### src/rtl/uart_rx_ctrl.sv
// rtl/uart_rx_ctrl.sv - UART receive sequencer: start/data/parity/stop walk, sampler strobes, frame status
// Optional break detector output enabled by defining UART_RX_BREAK_DET_EN.
module uart_rx_ctrl #(
    parameter int DATA_WIDTH = 8,
    parameter int PRESCALE_W = 6
) (
    input  logic                  clk,
    input  logic                  reset_n,
    input  logic                  rx_in,
    input  logic [PRESCALE_W-1:0] prescale,
    input  logic                  par_en,
    input  logic                  sampled_bit,
    input  logic                  par_bit_error,
    output logic                  sample_en,
    output logic                  deser_en,
    output logic                  par_chk_en,
    output logic                  data_valid,
    output logic                  par_err,
    output logic                  stop_err,
`ifdef UART_RX_BREAK_DET_EN
    output logic                  break_det,
`endif
    output logic                  busy
);

    localparam logic [2:0] S_IDLE   = 3'd0;
    localparam logic [2:0] S_START  = 3'd1;
    localparam logic [2:0] S_DATA   = 3'd2;
    localparam logic [2:0] S_PARITY = 3'd3;
    localparam logic [2:0] S_STOP   = 3'd4;
    localparam int BW = $clog2(DATA_WIDTH + 1);

    logic [2:0]            r_state;
    logic [PRESCALE_W-1:0] r_edge_cnt;
    logic [BW-1:0]         r_bit_cnt;
    logic [PRESCALE_W-1:0] r_prescale;
    logic                  r_par_en;
    logic                  r_par_err;
    logic                  r_stop_err;
    logic                  r_busy;

    logic [2:0]            w_state_nxt;
    logic [PRESCALE_W-1:0] w_p_eff;
    logic [PRESCALE_W-1:0] w_mid;
    logic                  w_edge_last;
    logic                  w_at_check;
    logic                  w_at_cap;
    logic                  w_active;

    assign w_p_eff     = (prescale == PRESCALE_W'(16) || prescale == PRESCALE_W'(32))
                         ? prescale : PRESCALE_W'(8);
    assign w_mid       = r_prescale >> 1;
    assign w_edge_last = (r_edge_cnt == r_prescale - PRESCALE_W'(1));
    assign w_at_check  = (r_edge_cnt == w_mid + PRESCALE_W'(2));
    assign w_at_cap    = (r_edge_cnt == w_mid + PRESCALE_W'(3));
    assign w_active    = (r_state != S_IDLE);

    always_comb begin
        w_state_nxt = r_state;
        case (r_state)
            S_IDLE:   if (!rx_in) w_state_nxt = S_START;
            S_START: begin
                if (w_at_check && sampled_bit) w_state_nxt = S_IDLE;
                else if (w_edge_last)          w_state_nxt = S_DATA;
            end
            S_DATA: begin
                if (w_edge_last && r_bit_cnt == BW'(DATA_WIDTH - 1))
                    w_state_nxt = r_par_en ? S_PARITY : S_STOP;
            end
            S_PARITY: if (w_edge_last) w_state_nxt = S_STOP;
            S_STOP:   if (w_edge_last) w_state_nxt = S_IDLE;
            default:  w_state_nxt = S_IDLE;
        endcase
    end

    always_ff @(posedge clk or negedge reset_n) begin
        if (!reset_n) begin
            r_state    <= S_IDLE;
            r_edge_cnt <= '0;
            r_bit_cnt  <= '0;
            r_prescale <= '0;
            r_par_en   <= 1'b0;
            r_par_err  <= 1'b0;
            r_stop_err <= 1'b0;
            r_busy     <= 1'b0;
        end else begin
            r_state <= w_state_nxt;
            r_busy  <= (w_state_nxt != S_IDLE);
            if (!w_active) begin
                r_edge_cnt <= '0;
                r_bit_cnt  <= '0;
                if (!rx_in) begin
                    r_prescale <= w_p_eff;
                    r_par_en   <= par_en;
                    r_par_err  <= 1'b0;
                    r_stop_err <= 1'b0;
                end
            end else begin
                // A glitch abort also lands here, so the counter restarts for the next start bit
                if (w_edge_last || w_state_nxt == S_IDLE)
                    r_edge_cnt <= '0;
                else
                    r_edge_cnt <= r_edge_cnt + PRESCALE_W'(1);
                if (r_state == S_DATA && w_edge_last)
                    r_bit_cnt <= r_bit_cnt + BW'(1);
                if (r_state == S_PARITY && w_at_cap)
                    r_par_err <= par_bit_error;
                if (r_state == S_STOP && w_at_check)
                    r_stop_err <= ~sampled_bit;
            end
        end
    end

    assign sample_en  = w_active && (r_edge_cnt == w_mid - PRESCALE_W'(1) ||
                                     r_edge_cnt == w_mid ||
                                     r_edge_cnt == w_mid + PRESCALE_W'(1));
    assign deser_en   = (r_state == S_DATA)   && w_at_check;
    assign par_chk_en = (r_state == S_PARITY) && w_at_check;
    assign data_valid = (r_state == S_STOP) && w_edge_last && !r_par_err && !r_stop_err;
    assign par_err    = r_par_err;
    assign stop_err   = r_stop_err;
    assign busy       = r_busy;

`ifdef UART_RX_BREAK_DET_EN
    logic r_all_zero;

    always_ff @(posedge clk or negedge reset_n) begin
        if (!reset_n) begin
            r_all_zero <= 1'b0;
        end else if (!w_active) begin
            r_all_zero <= 1'b1;
        end else if ((r_state == S_DATA || r_state == S_PARITY || r_state == S_STOP)
                     && w_at_check && sampled_bit) begin
            r_all_zero <= 1'b0;
        end
    end

    assign break_det = (r_state == S_STOP) && w_edge_last && r_all_zero;
`endif

endmodule

### config.mk
export PLATFORM = sky130hd
export DESIGN_NAME = uart_rx_ctrl
export DESIGN_NICKNAME = d
export VERILOG_FILES = /design/src/rtl/uart_rx_ctrl.sv
export SDC_FILE = /design/constraint.sdc
export NUM_CORES = 1
export LEC_CHECK = 0
export CORE_ASPECT_RATIO = 0.9
export CORE_MARGIN = 2
export CORE_UTILIZATION = 45
export CTS_CLUSTER_SIZE = 30
export DETAILED_ROUTE_END_ITERATION = 16
export PLACE_DENSITY = 0.66
export SYNTH_ARGS = -nofsm -noshare
export SYNTH_HDL_FRONTEND = slang
export SYNTH_SLANG_ARGS = --single-unit
export TNS_END_PERCENT = 50
### constraint.sdc
create_clock -name clk -period 4.3 [get_ports clk]
set_clock_uncertainty 0.2 [all_clocks]
set_input_delay 0.86 -clock clk [delete_from_list [all_inputs] [get_ports clk]]
set_output_delay 0.86 -clock clk [all_outputs]
set_load 0.02 [all_outputs]
== Word level (Yosys, flattened, before mapping) ==
Cells that the tools add are included.
Cells by class
  $add $sub $neg: 7
  eq/ne operators: 17
  mux-type cells: 18
  bitwise gates (word level): 3
  reduce and logical (&&, ||, !) cells: 24
Operators with widths (count)
  $eq A6 B6 Y1: 5
  $mux W3: 7
  $mux W6: 3
  $pmux W3 S5: 1
  $add A5 B2 Y6 const B: 2
  $logic_and A1 B1 Y1: 11
  $mux W4: 2
  $ne A2 B1 Y1 const B: 4
  $add A5 B1 Y6 const B: 1
  $add A6 B1 Y6 const B: 1
  $eq A3 B2 Y1 const B: 2
  $eq A6 B5 Y1: 1
  $eq A6 B5 Y1 const B: 1
  $eq A6 B6 Y1 const B: 1
  $logic_not A3 Y1: 2
  $reduce_and A2 Y1: 3
  $reduce_bool A3 Y1: 2
  $sub A5 B1 Y6 const B: 1
  $sub A6 B1 Y6 const B: 1
  $mux W1: 5
  $add A4 B1 Y4 const B: 1
  $eq A4 B3 Y1 const B: 1
  $logic_or A1 B1 Y1: 4
  $eq A3 B1 Y1 const B: 1
  3 further kinds: 6
Storage, ports and cells
  flip-flop bits (word level): 23
  input port bits: 12
  output and inout port bits: 7
  word-level logic and storage cells: 77

== Logic depth before layout (Yosys ltp) ==
Gate-level depths: netlist of run 1.
  word-level depth: 9
  mapped depth: 11
  mapped depth without buffers: 8

== Least setup slack after synthesis of run 1 ==
OpenSTA, ideal clock, no wires.
  path kind: register -> output
  start: register r_prescale[2]
  end: output port data_valid
  arrival: 2.342 ns
  data required time: 3.240 ns
  setup slack: 0.898 ns
  stages on the path, launching flop included: 8
  path buffers: 0
  cells stage by stage: dfrtp_1 > inv_1 > ha_1 > nor4b_4 > xnor2_1 > nor4_4 > nand2_1 > nor4_1
On the way
  longest elaborated chain between the ends: 5
Ends and longest elaborated chain
  start, declared: RTL line 36  | logic [PRESCALE_W-1:0] r_prescale;
  start signal, assigned: RTL line 93  | r_prescale <= w_p_eff;
  $sub A6 B1 Y6: RTL line 53  | assign w_edge_last = (r_edge_cnt == r_prescale - PRESCALE_W'(1));
  $eq A6 B6 Y1: RTL line 53
  $logic_and A1 B1 Y1 (3 in series): RTL line 119  | assign data_valid = (r_state == S_STOP) && w_edge_last && !r_par_err && !r_stop_err;
  end, declared: RTL line 17  | output logic data_valid,
No other way between the ends.

== Worst setup path in the final report of run 1 ==
  start: register r_prescale[3]
  end: output port deser_en
On the way
  longest elaborated chain between the ends: 3
Ends and longest elaborated chain
  $add A5 B2 Y6: RTL line 54  | assign w_at_check = (r_edge_cnt == w_mid + PRESCALE_W'(2));
  $eq A6 B6 Y1: RTL line 54
  $logic_and A1 B1 Y1: RTL line 117  | assign deser_en = (r_state == S_DATA) && w_at_check;
  end, declared: RTL line 15  | output logic deser_en,
No other way between the ends.

==> out/metrics.cfg, run 1 <==
[outcome]
run_status=finished clean

[hold_path]
hold_path.class=reg2reg
worst_hold_path.num_cells=2

[yosys]
synth.area.top_cells=sky130_fd_sc_hd__dfrtp_1, sky130_fd_sc_hd__xnor2_1, sky130_fd_sc_hd__ha_1, sky130_fd_sc_hd__a21oi_1, sky130_fd_sc_hd__nand2_1
yosysWarnings=0
synth_enable_flop_cells=0
synth_seq_area_share_pct=31.0
synthesis.area_per_instance_um2=8.79
synth_top_cell_by_area=sky130_fd_sc_hd__dfrtp_1
dominantRegCellSynth=sky130_fd_sc_hd__dfrtp_1
synthArstFlopShare_pct=100
yosys.cell_types.count=50
syn-num-nets=233
mappedNetlistArea_mm2=0.00186
syn_inst=211
synth.ff_latch_count=23
fraction_of_synthesized_cell_area_taken_by_the_top_area_cell_type_pct=31.0

[critical_path]
worst-endpoint-required_ns=3.24
timing.critical_path.to_type=primary output
worst-path-buf-inv=2
worstPathCellList=inv_1, ha_1, xnor2_1, nand3_1, or4_1, nor3_1, clkdlybuf4s50_1
critPathTopFamily=simple AND/OR/NAND/NOR gates
cp_num_cells=7
critical_path_class=reg2out
setup.reg_to_reg.worst_slack_ns=1.30
crit_start_category=register
cpMaxStageDelayCell=sky130_fd_sc_hd__clkdlybuf4s50_1
cp_data_arrival_time_ns=2.97
crit_path_max_fanout=9
timing.reg2reg.worst_path_depth=8
critical-path-max-stage-delay_ns=0.64

[detailed_routing]
dr.pass1.iters=4
wl_met2_mm=1.91
wirelength_mm=4.19
ant_nets=0
dr_wl_met3_um=85
avgRoutedWirePerCell_um=15.4
dr_total_vias=1545
starting_drc_count_in_detailed_routing=111
dr.max_layer_used=met4
sum_of_routed_wire_segments_on_met1_mm=2.16
detail_route.drc_violations=0
route.detailed.vias_per_inst=5.66

[power_and_ir_drop]
clkPwrFrac_pct=15.9
cellLeakagePower_nw=0.818
seq_power_share_pct=36.8
powerDensity_mw_per_mm2=411
vdd.ir_drop.worst_v=0.000242
switching_share_pct=42.0
internal_power_mw=0.500
p_switching_mw=0.363
power.combinational.fraction_pct=47.3

[grt]
maximum_number_of_pins_on_one_net_before_global_route_repair=24
total_congestion_overflow=0
grt_first_pass_wirelength_mm=7.45
grt_antenna_before_repair=0
track_usage_pct=20.6
number_of_global_route_vias_before_repair=1528

[floorplanning]
fp.dieH_um=64.9
fp-row-count=22
chipWidth_um=71.7
coreArea_mm2=0.00402
start_util_pct=46.2
ioPinCount=19
floorplan.die_area_mm2=0.00465

[timing]
finalSetupTns_ns=0
timing.max_slew.rel_slack_pct=27.7
worst_slew_pin_slew_ns=1.08
setup_viol=0
setup_repair_after_global_routing_missed_its_margin=false
timing.fmax_ghz=0.248
hold_viol=0
finalCritPeriodShare_pct=93.7
finalCriticalPeriod_ns=4.03
drv_slew=0

[clock_network]
postCtsHoldBufs=0
clock_sink_count=23
root_buffer=sky130_fd_sc_hd__clkbuf_8
clk_path_buf_depth=2
clk-insertion-delay-late_ns=0.27
clkTransAtPathRegs_ns=0.09
tritoncts=built
cts_made_buffers=3
htree_num_levels=1

[cells_and_area]
fillCellCount=378
antenna_cells=0
syn_to_final_growth_pct=13.0
register_area_um2=576
finalNetCount=248
postLayoutCoreUtil_pct=52.2
multi_input_area_mm2=0.00118
fraction_of_layout_cells_with_a_size_suffix_above_1_pct=7.56

[placement]
routability_congestion_estimate=0.901
io_buffers=18
dpl.hpwl_mm=3.18

[flow_run]
maximum_capacitance_violations=0

[routing by layer]
| metal | global-route usage (%) | vias up |
|---|---|---|
| met5 | 0 | - |
| met4 | 7.08 | 0 |
| met3 | 2.64 | 4 |
| met2 | 31.7 | 21 |
| met1 | 29.7 | 749 |
| li1 | - | 771 |
[placed cells by master (no fill, tap or decap), drive strengths merged, types with 3 or more instances in the layout]
cell type / Yosys / final
a21oi: 18 / 18
buf: 6 / 3
clkbuf: 5 / 3
clkdlybuf4s50: 0 / 17
dfrtp: 23 / 23
ha: 10 / 10
inv: 9 / 9
nand2: 22 / 22
nand2b: 7 / 7
nand3: 9 / 9
nor2: 14 / 14
nor3: 10 / 10
nor4: 4 / 4
o211ai: 4 / 4
o21ai: 7 / 7
xnor2: 22 / 22
xor2: 6 / 6
[through the flow]
stage / instance area, um2 / setup WS (ns) / hold slack [ns] / std cells / power [mW]
final: 2100 / 0.271 / 0.348 / 273 / 0.862
after floorplan: 1860 / 0.898 / 0.323 / 211 / 0.654
after global routing: 2100 / 0.129 / 0.398 / 273 / 0.936
after global placement: 2050 / 0.546 / 0.338 / 269 / 0.726
after detailed placement: 2050 / 0.472 / 0.345 / 269 / 0.728
after CTS: 2090 / 0.138 / 0.355 / 273 / 0.868
[logic make-up after synthesis]
group	count (synthesis)	synth area share, %
flops	23	31.0
fa+ha+maj	10	6.74
buf+inv	20	5.60
mux	2	1.08
xor+xnor	28	14.0
simple gates	85	25.3
compound gates	43	16.3
[repair_timing]
action / in CTS / in global routing
setup buffers: 0 / 0
resized for setup: 0 / 1
setup endpoints to repair: 0 / 1
[area by class of cell]
type | count | share of cell area [%]
flip-flops and latches | 23 | 27.4
multi-input cells | 168 | 56.1
repair buffers | 21 | 9.79
clock inverters | 1 | 0.239
clock buffers | 3 | 1.97
inverters | 9 | 1.61
well taps | 48 | 2.86
[worst reg2reg max path, stage by stage, from the launching register on]
cell and delay, ns:
sky130_fd_sc_hd__dfrtp_1 0.58, sky130_fd_sc_hd__inv_1 0.17, sky130_fd_sc_hd__ha_1 0.32, sky130_fd_sc_hd__xnor2_1 0.15, sky130_fd_sc_hd__nand3_1 0.09, sky130_fd_sc_hd__or4_1 0.57, sky130_fd_sc_hd__o2111ai_1 0.25, sky130_fd_sc_hd__and4bb_1 0.43
sky130_fd_sc_hd__o211ai_4 0.12
[state kept, by name, summed over array words and instances, names as in the netlist]
| signal | count |
|---|---|
| r_edge_cnt | 6 |
| r_prescale | 6 |
| r_state | 3 |
| busy | 1 |
| r_par_en | 1 |
| stop_err | 1 |
| par_err | 1 |
| r_bit_cnt | 4 |
[power by group through the flow]
| stage | Clock (mW) | Sequential, mW | Combinational [mW] |
|---|---|---|---|
| final | 0.137 | 0.317 | 0.408 |
| after global routing | 0.154 | 0.326 | 0.456 |
| after CTS | 0.142 | 0.317 | 0.409 |
| after detailed placement | 0 | 0.321 | 0.408 |
| after global placement | 0 | 0.321 | 0.405 |
| after floorplan | 0 | 0.296 | 0.358 |
[worst paths after layout]
check | start | end
worst max register to register | r_prescale[3] | busy
min in group asynchronous | reset_n | par_err
worst min-delay path | r_bit_cnt[1] | r_bit_cnt[1]
worst max-delay path | r_prescale[3] | deser_en
worst min register to register | r_bit_cnt[1] | r_bit_cnt[1]
max in group asynchronous | reset_n | r_bit_cnt[2]
[cells in the mapped netlist, drive strengths merged, types with 2 or more instances]
cell type / instances
nor4: 4
o2111ai: 2
nand2: 22
nor2: 14
a21oi: 18
nand4: 2
dfrtp: 23
o21ai: 7
nor2b: 2
nand3: 9
xor2: 6
ha: 10
nor3b: 2
nor3: 10
or3b: 2
inv: 9
buf: 6
mux2i: 2
or3: 2
or2: 2
o211ai: 4
xnor2: 22
clkbuf: 5
nand2b: 7
Note: power is estimated with default switching activity, not from simulation.
==> inputs of run 2 (changes only) <==
- PLACE_DENSITY: 0.66 -> 0.75
==> run 2 against run 1 <==
Against the previous run:
- global-route usage shrank 1.1 points
- critical path type unchanged
- combinational power shrank 3%
- critical path depth unchanged
- non-clock buffer count is 2 lower
- wire length decreased by 3.7%
==> out/metrics.cfg, run 2 (synthesized netlist as in run 1, its figures left out) <==
[clock_network]
postCtsSetupBuffers=0  ; unchanged
tritoncts=built
clock_sink_count=23  ; unchanged
cts_made_buffers=3  ; unchanged
root_buffer=sky130_fd_sc_hd__clkbuf_8
clk-insertion-delay-late_ns=0.26  ; about the same
clk_path_buf_depth=2  ; unchanged
htree_num_levels=1  ; unchanged
clkTransAtPathRegs_ns=0.08  ; about the same

[cells_and_area]
antenna_cells=0  ; unchanged
largestRegisters=r_edge_cnt x6, r_prescale x6, r_bit_cnt x4
finish.instance_area_mm2=0.00209  ; -0.48%
mostFrequentLayoutCell=sky130_fd_sc_hd__dfrtp_1
syn_to_final_growth_pct=12.5
postLayoutCoreUtil_pct=51.9  ; -0.25 points
fillCellCount=376  ; -0.53%
finalNetCount=246  ; -0.81%
layout.cells.most_common_list=sky130_fd_sc_hd__dfrtp_1, sky130_fd_sc_hd__nand2_1, sky130_fd_sc_hd__xnor2_1
fraction_of_layout_cells_with_a_size_suffix_above_1_pct=7.17  ; -0.38 points

[detailed_routing]
dr.pass1.iters=4  ; unchanged
dr_total_vias=1533  ; -0.78%
wirelength_mm=4.04  ; -3.7%
route.detailed.vias_per_inst=5.66  ; about the same
ant_nets=0  ; unchanged
avgRoutedWirePerCell_um=14.9  ; -3.0%
detail_route.drc_violations=0  ; unchanged
starting_drc_count_in_detailed_routing=80  ; -28%

[critical_path]
crit_start_category=register
timing.critical_path.to_type=primary output
crit_path_max_fanout=9  ; unchanged
cp_data_arrival_time_ns=3.02  ; +0.05 ns
worst-endpoint-required_ns=3.24  ; about the same
critical_path_class=reg2out

[floorplanning]
ioPinCount=19  ; unchanged
start_util_pct=46.2  ; unchanged
coreArea_mm2=0.00402  ; unchanged
fp.dieH_um=64.9  ; unchanged
fp-row-count=22  ; unchanged
chipWidth_um=71.7  ; unchanged
floorplan.die_area_mm2=0.00465  ; unchanged

[power_and_ir_drop]
vdd.ir_drop.worst_v=0.000255  ; +5.5%
internal_power_mw=0.493  ; -1.4%
cellLeakagePower_nw=0.809  ; -1.1%
switching_share_pct=41.9  ; -0.11 points
power.combinational.fraction_pct=46.6  ; -0.7 points
powerDensity_mw_per_mm2=406  ; -1.2%
clkPwrFrac_pct=15.5  ; -0.4 points
p_switching_mw=0.356  ; -1.9%
seq_power_share_pct=37.9  ; +1.1 points

[grt]
grt-busiest-layer=met2
total_congestion_overflow=0  ; unchanged
grt_antenna_before_repair=0  ; unchanged
number_of_global_route_vias_before_repair=1542  ; +0.92%
maximum_number_of_pins_on_one_net_before_global_route_repair=24  ; unchanged
grt_first_pass_wirelength_mm=7.23  ; -2.9%
track_usage_pct=19.5  ; -1.1 points
met1_resource_use_gr_pct=27.0  ; -2.7 points
use_met2_pct=31.1  ; -0.58 points
global_route.usage.met3_pct=3.11  ; +0.47 points

[hold_path]
hold_path.class=reg2reg

[outcome]
run_status=finished clean

[timing]
finalCriticalPeriod_ns=4.08  ; +0.0538 ns
setup_repair_after_global_routing_missed_its_margin=false
drv_slew=0  ; unchanged
finalWorstSetupSlack_ns=0.218  ; -0.0538 ns
timing.fmax_ghz=0.245  ; -1.3%
finalCritPeriodShare_pct=94.9  ; +1.3 points
setup_viol=0  ; unchanged
timing.max_slew.rel_slack_pct=32.5  ; +4.8 points
hold_viol=0  ; unchanged
finalSetupTns_ns=0  ; unchanged
worst_slew_pin_slew_ns=1.01  ; -0.0711 ns

[placement]
routability_congestion_estimate=0.920  ; +2.1%
dpl_worst_slack_ns=0.414  ; -0.0583 ns
detailed_place.area_mm2=0.00203  ; -0.73%
io_buffers=18  ; unchanged
dpl.hpwl_mm=3.10  ; -2.5%

[flow_run]
maximum_capacitance_violations=0  ; unchanged

run 2: final timing paths:
check	startpoint	slack (ns)	cells after the start	end
worst min register to register	r_bit_cnt[1]	0.36	2	r_bit_cnt[1]
worst min-delay path	r_bit_cnt[1]	0.36	2	r_bit_cnt[1]
worst max register to register	r_prescale[3]	1.20	8	busy
worst max-delay path	r_prescale[3]	0.22	7	deser_en
min in group asynchronous	reset_n	0.94	1	r_prescale[4]
max in group asynchronous	reset_n	2.34	1	r_edge_cnt[2]
run 2: power by group through the flow:
stage	sequential (mW)	clock, mW	combinational [mW]
2_1_floorplan	0.296	0	0.358
3_3_place_gp	0.324	0	0.382
3_5_place_dp	0.325	0	0.388
4_1_cts	0.321	0.136	0.390
5_1_grt	0.331	0.148	0.439
6_report	0.322	0.131	0.395
run 2: layout make-up:
type                            count  area [um2]  area share, %
Sequential cell                    23         576           27.6
Clock inverter                      1        5.00          0.240
Clock buffer                        3        41.3           1.98
Inverter                            9        33.8           1.62
Tap cell                           48        60.1           2.88
Multi-Input combinational cell    168        1180           56.6
Timing Repair Buffer               19         190           9.11
run 2: through the flow:
| step | cells | power (mW) | hold WS [ns] |
|---|---|---|---|
| floorplan | 211 | 0.654 | 0.323 |
| global placement | 267 | 0.706 | 0.340 |
| detailed placement | 267 | 0.713 | 0.353 |
| CTS | 271 | 0.846 | 0.367 |
| global route | 271 | 0.919 | 0.405 |
| finish | 271 | 0.848 | 0.363 |
run 2: repair_timing:
action                                  4_1_cts  5_1_grt
endpoints found under the setup margin        0        1
hold buffers                                  0        0
resized for setup                             0        2
run 2: critical path, cell delays in order, from the launching register on:
cell and delay [ns]:
sky130_fd_sc_hd__dfrtp_1 0.58, sky130_fd_sc_hd__inv_1 0.20, sky130_fd_sc_hd__ha_1 0.33, sky130_fd_sc_hd__xnor2_1 0.16, sky130_fd_sc_hd__nand3_1 0.10, sky130_fd_sc_hd__or4_1 0.57
sky130_fd_sc_hd__nor3_1 0.19, sky130_fd_sc_hd__clkdlybuf4s50_1 0.63
run 2: layer usage:
layer / routed length, um / vias up
li1: - / 768
met1: 1930 / 725
met2: 1880 / 34
met3: 162 / 6
met4: 62 / 0
met5: 0 / -
==> inputs of run 3 (changes only) <==
- SKIP_CTS_REPAIR_TIMING: not set -> 1
==> results of run 3 <==
No change in the layout: final DEF, timing and power equal those of run 2.
